**config.mk**
```make
export PLATFORM = sky130hd
export DESIGN_NAME = div_sequencer_flat
export DESIGN_NICKNAME = d
export VERILOG_FILES = /design/src/rtl/div_sequencer_if.sv /design/src/rtl/div_sequencer.sv /design/src/flat_wrapper.sv
export SDC_FILE = /design/constraint.sdc
export NUM_CORES = 1
export LEC_CHECK = 0
export ABC_AREA = 1
export CAP_MARGIN = 30
export CORE_AREA = 2 2 118 120
export CTS_CLUSTER_DIAMETER = 40
export DETAILED_ROUTE_END_ITERATION = 10
export DIE_AREA = 0 0 120 122
export GPL_TIMING_DRIVEN = 1
export PLACE_DENSITY = 0.8
export SLEW_MARGIN = 20
export SYNTH_ARGS = -nofsm -noshare
export SYNTH_HDL_FRONTEND = slang
export SYNTH_SLANG_ARGS = --single-unit
```
**constraint.sdc**
```tcl
create_clock -name clk -period 2.2 [get_ports clk]
set_clock_uncertainty 0.2 [all_clocks]
set_input_delay 0.33 -clock clk [delete_from_list [all_inputs] [get_ports clk]]
set_output_delay 0.33 -clock clk [all_outputs]
set_load 0.05 [all_outputs]
```
**src/rtl/div_sequencer_if.sv**
```systemverilog
// Divider-core request/response bundle.
// The sequencer drives the master side and the divider core drives the slave side.
interface div_sequencer_if #(
  parameter int XLEN = 32
);
  logic            core_req;
  logic            core_ready;
  logic            core_signed;
  logic [XLEN-1:0] core_dividend;
  logic [XLEN-1:0] core_divisor;
  logic            core_done;
  logic [XLEN-1:0] core_quotient;
  logic [XLEN-1:0] core_remainder;

  modport master (
    output core_req, core_signed, core_dividend, core_divisor,
    input  core_ready, core_done, core_quotient, core_remainder
  );

  modport slave (
    input  core_req, core_signed, core_dividend, core_divisor,
    output core_ready, core_done, core_quotient, core_remainder
  );
endinterface

```
**src/rtl/div_sequencer.sv**
```systemverilog
// EX-stage control for RISC-V DIV/DIVU/REM/REMU.
// Resolves divide-by-zero and signed overflow locally and sequences every other op through the divider core.
module div_sequencer #(
  parameter int XLEN = 32
) (
  input  logic             clk,
  input  logic             reset_n,
  input  logic             ex_valid,
  input  logic             ex_is_div,
  input  logic [2:0]       funct3,
  input  logic [XLEN-1:0]  rs1_val,
  input  logic [XLEN-1:0]  rs2_val,
  input  logic             flush,
  output logic             stall,
  output logic [XLEN-1:0]  result,
  output logic             result_valid,
  div_sequencer_if.master  core,
  output logic [2:0]       dbg_state
);

  typedef enum logic [2:0] {
    IDLE  = 3'd0,
    ISSUE = 3'd1,
    WAIT  = 3'd2,
    DONE  = 3'd3,
    DRAIN = 3'd4
  } state_t;

  localparam logic [XLEN-1:0] INT_MIN  = {1'b1, {(XLEN-1){1'b0}}};
  localparam logic [XLEN-1:0] ALL_ONES = '1;

  state_t state;
  logic   is_rem;
  logic   go;
  logic   handshake;
  logic   launch_signed;
  logic   div_zero;
  logic   sgn_ovf;

  // Core handshake: core_req is a valid. Once raised it stays high with
  // stable operands until core_ready is seen high on a rising edge; it
  // drops only then, on flush, or on reset.
  assign go            = ex_valid & ex_is_div & funct3[2] & ~flush;
  assign handshake     = core.core_req & core.core_ready;
  assign launch_signed = ~funct3[0];
  assign div_zero      = (rs2_val == '0);
  assign sgn_ovf       = launch_signed & (rs1_val == INT_MIN) & (rs2_val == ALL_ONES);

  always_comb begin
    stall        = 1'b0;
    result_valid = 1'b0;
    case (state)
      IDLE:    stall = go;
      ISSUE:   stall = 1'b1;
      WAIT:    stall = 1'b1;
      DONE:    result_valid = ~flush;
      DRAIN:   stall = ex_valid & ex_is_div;
      default: stall = 1'b0;
    endcase
  end

  assign dbg_state = state;

  always_ff @(posedge clk or negedge reset_n) begin
    if (!reset_n) begin
      state              <= IDLE;
      result             <= '0;
      is_rem             <= 1'b0;
      core.core_req      <= 1'b0;
      core.core_signed   <= 1'b0;
      core.core_dividend <= '0;
      core.core_divisor  <= '0;
    end else begin
      case (state)
        IDLE: begin
          if (go) begin
            core.core_dividend <= rs1_val;
            core.core_divisor  <= rs2_val;
            core.core_signed   <= launch_signed;
            is_rem             <= funct3[1];
            if (div_zero) begin
              result <= funct3[1] ? rs1_val : ALL_ONES;
              state  <= DONE;
            end else if (sgn_ovf) begin
              result <= funct3[1] ? '0 : INT_MIN;
              state  <= DONE;
            end else begin
              core.core_req <= 1'b1;
              state         <= ISSUE;
            end
          end
        end
        ISSUE: begin
          // A request accepted on the flush cycle still has a result coming back.
          if (flush) begin
            core.core_req <= 1'b0;
            state         <= handshake ? DRAIN : IDLE;
          end else if (handshake) begin
            core.core_req <= 1'b0;
            state         <= WAIT;
          end
        end
        WAIT: begin
          if (flush) begin
            state <= core.core_done ? IDLE : DRAIN;
          end else if (core.core_done) begin
            result <= is_rem ? core.core_remainder : core.core_quotient;
            state  <= DONE;
          end
        end
        DONE: state <= IDLE;
        DRAIN: begin
          if (core.core_done) state <= IDLE;
        end
        default: state <= IDLE;
      endcase
    end
  end

endmodule

```
**src/flat_wrapper.sv**
```systemverilog
// flat-port wrapper written by rule: the top's interface ports become plain ports
module div_sequencer_flat 
#(
  parameter int XLEN = 32
)
  (clk, reset_n, ex_valid, ex_is_div, funct3, rs1_val, rs2_val, flush, stall, result, result_valid, dbg_state, core_core_req, core_core_signed, core_core_dividend, core_core_divisor, core_core_ready, core_core_done, core_core_quotient, core_core_remainder);
  div_sequencer_if #(.XLEN(XLEN)) core_i ();
  input  logic clk;
  input  logic reset_n;
  input  logic ex_valid;
  input  logic ex_is_div;
  input  logic [2:0] funct3;
  input  logic [XLEN-1:0] rs1_val;
  input  logic [XLEN-1:0] rs2_val;
  input  logic flush;
  output logic stall;
  output logic [XLEN-1:0] result;
  output logic result_valid;
  output logic [2:0] dbg_state;
  output wire logic [$bits(core_i.core_req)-1:0] core_core_req;
  output wire logic [$bits(core_i.core_signed)-1:0] core_core_signed;
  output wire logic [$bits(core_i.core_dividend)-1:0] core_core_dividend;
  output wire logic [$bits(core_i.core_divisor)-1:0] core_core_divisor;
  input wire logic [$bits(core_i.core_ready)-1:0] core_core_ready;
  input wire logic [$bits(core_i.core_done)-1:0] core_core_done;
  input wire logic [$bits(core_i.core_quotient)-1:0] core_core_quotient;
  input wire logic [$bits(core_i.core_remainder)-1:0] core_core_remainder;
  assign core_core_req = core_i.core_req;
  assign core_core_signed = core_i.core_signed;
  assign core_core_dividend = core_i.core_dividend;
  assign core_core_divisor = core_i.core_divisor;
  assign core_i.core_ready = core_core_ready;
  assign core_i.core_done = core_core_done;
  assign core_i.core_quotient = core_core_quotient;
  assign core_i.core_remainder = core_core_remainder;
  div_sequencer #(.XLEN(XLEN)) u_core (.clk(clk), .reset_n(reset_n), .ex_valid(ex_valid), .ex_is_div(ex_is_div), .funct3(funct3), .rs1_val(rs1_val), .rs2_val(rs2_val), .flush(flush), .stall(stall), .result(result), .result_valid(result_valid), .core(core_i), .dbg_state(dbg_state));
endmodule
```
==> results.cfg <==
[status]
outcome = finished clean

[sta]
final_max_slew_viols = 0
hold_ws_ns = 0.271
final_hold_viol_count = 0
period_needed_ns = 2.11
rsz_0062_raised_after_global_routing = no
timing.final.crit_share = 0.958
layout_setup_ws_ns = 0.0933
maxSlewHeadroom = 0.626
setup_violation_total_in_the_final_timing_report = 0
worst_pin_slew_ns = 0.559
achievable-frequency_mhz = 475

[cts]
clock_sinks = 102
tritoncts_clock_tree = built
clk_pin_slew_ns = 0.07
cts-htree-levels = 3
cts_root_buf = sky130_fd_sc_hd__clkbuf_16
tritoncts.num_buffers = 9
clock_insertion_delay_at_the_later_pin_of_the_skew_report_ns = 0.34
cts.path.max_buffers = 2

[die]
initial_core_utilization = 0.418
chipHeight_um = 122
die_x_um = 120
rows = 43
die_area_um2 = 14600
ioPinCount = 241
core_um2 = 13500

[setup_path]
timing.setup.critical_path_class = reg2out
worst-path-max-fanout = 6
critPathRequiredTime_ns = 1.67
r2r_cells = 8
r2r_end = u_core.result[2]$_DFFE_PN0P_
timing.rr.start = u_core.dbg_state[1]$_DFFE_PN0P_
timing.critical_path.from_type = register
timing.reg2reg.setup_slack_ns = 0.29
crit_arrival_ns = 1.58
cp-end-kind = output pin

[worst_hold_path]
holdCritStartpoint = u_core.result[5]$_DFFE_PN0P_
hold-path-endpoint = u_core.result[5]$_DFFE_PN0P_
worst_hold_path_type = reg2reg
worst_hold_path_cell_count = 2

[drt]
num_vias = 6023
post_drt_via_cell_ratio = 4.89
drt-wirelength-per-cell_um = 14.5
wl_um = 17900
drcViolationCount = 0
antenna_left = 0
detail_route.iter0.violations = 487
drt_pre_antenna_iters = 5

[grt]
grt_antenna_before_repair = 0
first_global_vias = 5620
global_route_wire_length_before_repair_um = 27900
grt_use_total = 0.243
pin_count_of_the_biggest_net_entering_global_routing = 103
grt.overflow.total = 0

[synthesis]
post_synth.cell_area_avg_um2 = 7.30
yosysWarnings = 0
yosys.cell_types.count = 25
syn_std_cell_area_um2 = 5640
synth_fp_nets = 910
ys_ff_latch = 102
count_of_mapped_cells_out_of_synthesis = 772
synth_sequential_area_ratio = 0.453

[placement]
place_worst_setup_slack_ns = -0.169
half_perimeter_wire_length_of_the_detailed_placement_result_um = 13700
buffer_ports.inserted = 240
place.gp.congestion = 0.920

[finish]
drive_above_1_share = 0.118
insertedDiodeCount = 0
nFillCells = 1121
synthesis_to_layout_area_growth_pct = 61.0
layout.nets = 1184

[power]
p_sw_w = 0.00672
leakage_component_of_the_power_nw = 4.44
combPwrFrac = 0.621
power.switching_fraction = 0.512
power_per_cell_area_nw_per_um2 = 1440
power_report.internal_total_w = 0.00640
p_seq_frac = 0.255
clock_power_share = 0.124
vdd.ir_drop.worst_mv = 0.814

[run]
drv.max_cap_violation_count = 0
[cells by family (layout without fill, tap and decap cells)]
logic type	Yosys count	in the layout	share of synthesized area
AOI/OAI and AO/OA	88	88	0.0932
buffers and inverters	145	424	0.102
DFF	102	102	0.453
muxes	18	18	0.0359
and+or+nand+nor	419	419	0.317
[worst max path at each step]
stage	slack, ns	start	cells after the start	end
after floorplan	0.04	u_core.dbg_state[1]$_DFFE_PN0P_	5	stall
after global placement	-0.14	rs2_val[29]	14	u_core.result[4]$_DFFE_PN0P_
after detailed placement	-0.17	rs2_val[29]	14	u_core.result[9]$_DFFE_PN0P_
after CTS	0.009	u_core.dbg_state[1]$_DFFE_PN0P_	4	stall
after global routing	0.008	u_core.dbg_state[2]$_DFFE_PN0P_	5	stall
final	0.09	u_core.dbg_state[2]$_DFFE_PN0P_	5	stall
[sequential cells by signal, summed over array words and instances (netlist names)]
signal	flops
u_core.core.core_signed	1
u_core.dbg_state	3
u_core.core.core_divisor	32
u_core.is_rem	1
u_core.core.core_req	1
u_core.result	32
u_core.core.core_dividend	32
[placed cells by master, fill, tap and decap left out, drive strengths merged]
cell type / count
a21oi: 1
buf: 72
bufinv: 1
clkbuf: 11
clkdlybuf4s50: 233
clkinv: 3
dfrtp: 102
dlygate4sd2: 1
dlygate4sd3: 1
inv: 102
mux2: 18
nand2: 258
nand3: 54
nand4: 41
nor2: 60
nor3: 5
nor4: 1
o2111ai: 1
o211ai: 31
o21ai: 53
o21bai: 1
o22ai: 1
[power by group through the flow]
stage | clock (W) | combinational, W | sequential [W]
3_3_place_gp | 0 | 0.00804 | 0.00332
3_5_place_dp | 0 | 0.00813 | 0.00334
4_1_cts | 0.00166 | 0.00814 | 0.00332
6_report | 0.00163 | 0.00815 | 0.00334
5_1_grt | 0.00175 | 0.00861 | 0.00345
2_1_floorplan | 0 | 0.00217 | 0.00626
[synth_stat cells, drive strengths merged]
| cell | instances | area (um^2) |
|---|---|---|
| o21ai | 53 | 265 |
| o2111ai | 1 | 8.76 |
| nor2 | 60 | 230 |
| o211ai | 31 | 233 |
| nor3 | 5 | 41.3 |
| a21oi | 1 | 5.00 |
| nand4 | 41 | 257 |
| o22ai | 1 | 6.26 |
| clkbuf | 26 | 97.6 |
| dfrtp | 102 | 2550 |
| buf | 18 | 96.3 |
| nand2 | 258 | 971 |
| nand3 | 54 | 280 |
| mux2 | 18 | 203 |
| inv | 101 | 379 |
| nor4 | 1 | 6.26 |
| o21bai | 1 | 7.51 |
[metal layers]
layer,global-route usage,vias up,part of all wire,wire [um]
li1,-,3030,-,-
met1,0.315,2749,0.43,7650
met2,0.398,209,0.47,8410
met3,0.0548,35,0.067,1200
met4,0.0941,0,0.033,584
met5,0,-,0,0
[area by class of cell]
class                   count  area, um^2  share of cell area
clock buffers              11         243              0.0267
clock inverters             5        57.6             0.00634
inverters                 101         379              0.0418
multi-input cells         525        2580               0.284
flip-flops and latches    102        2560               0.282
well taps                 180         225              0.0248
repair buffers            307        3040               0.335
[per-stage QoR]
stage | instances | cell area [um^2] | utilization | total power, W | setup TNS (ns)
final | 1231 | 9080 | 0.672 | 0.0131 | 0
after global routing | 1231 | 9080 | 0.672 | 0.0138 | 0
after CTS | 1230 | 9050 | 0.670 | 0.0131 | 0
after detailed placement | 1213 | 8740 | 0.647 | 0.0115 | -5.09
after global placement | 1213 | 8740 | 0.647 | 0.0114 | -4.43
after floorplan | 772 | 5670 | - | 0.00843 | 0
[worst max-delay path, cell delays in order, from the launching register on]
cell	delay, ns
sky130_fd_sc_hd__dfrtp_2	0.50
sky130_fd_sc_hd__inv_1	0.09
sky130_fd_sc_hd__nor3_2	0.15
sky130_fd_sc_hd__inv_1	0.11
sky130_fd_sc_hd__o2111ai_4	0.23
sky130_fd_sc_hd__buf_12	0.17
[timing repair]
action                                  CTS  global route
buffers inserted                          0             1
cloned                                    0             0
endpoints found under the hold margin   102             0
endpoints found under the setup margin    2             1
gates resized for setup                   2             6
hold buffers                              1             0
pin swaps                                 0             0
No activity file was read; power rests on OpenSTA's default activity.
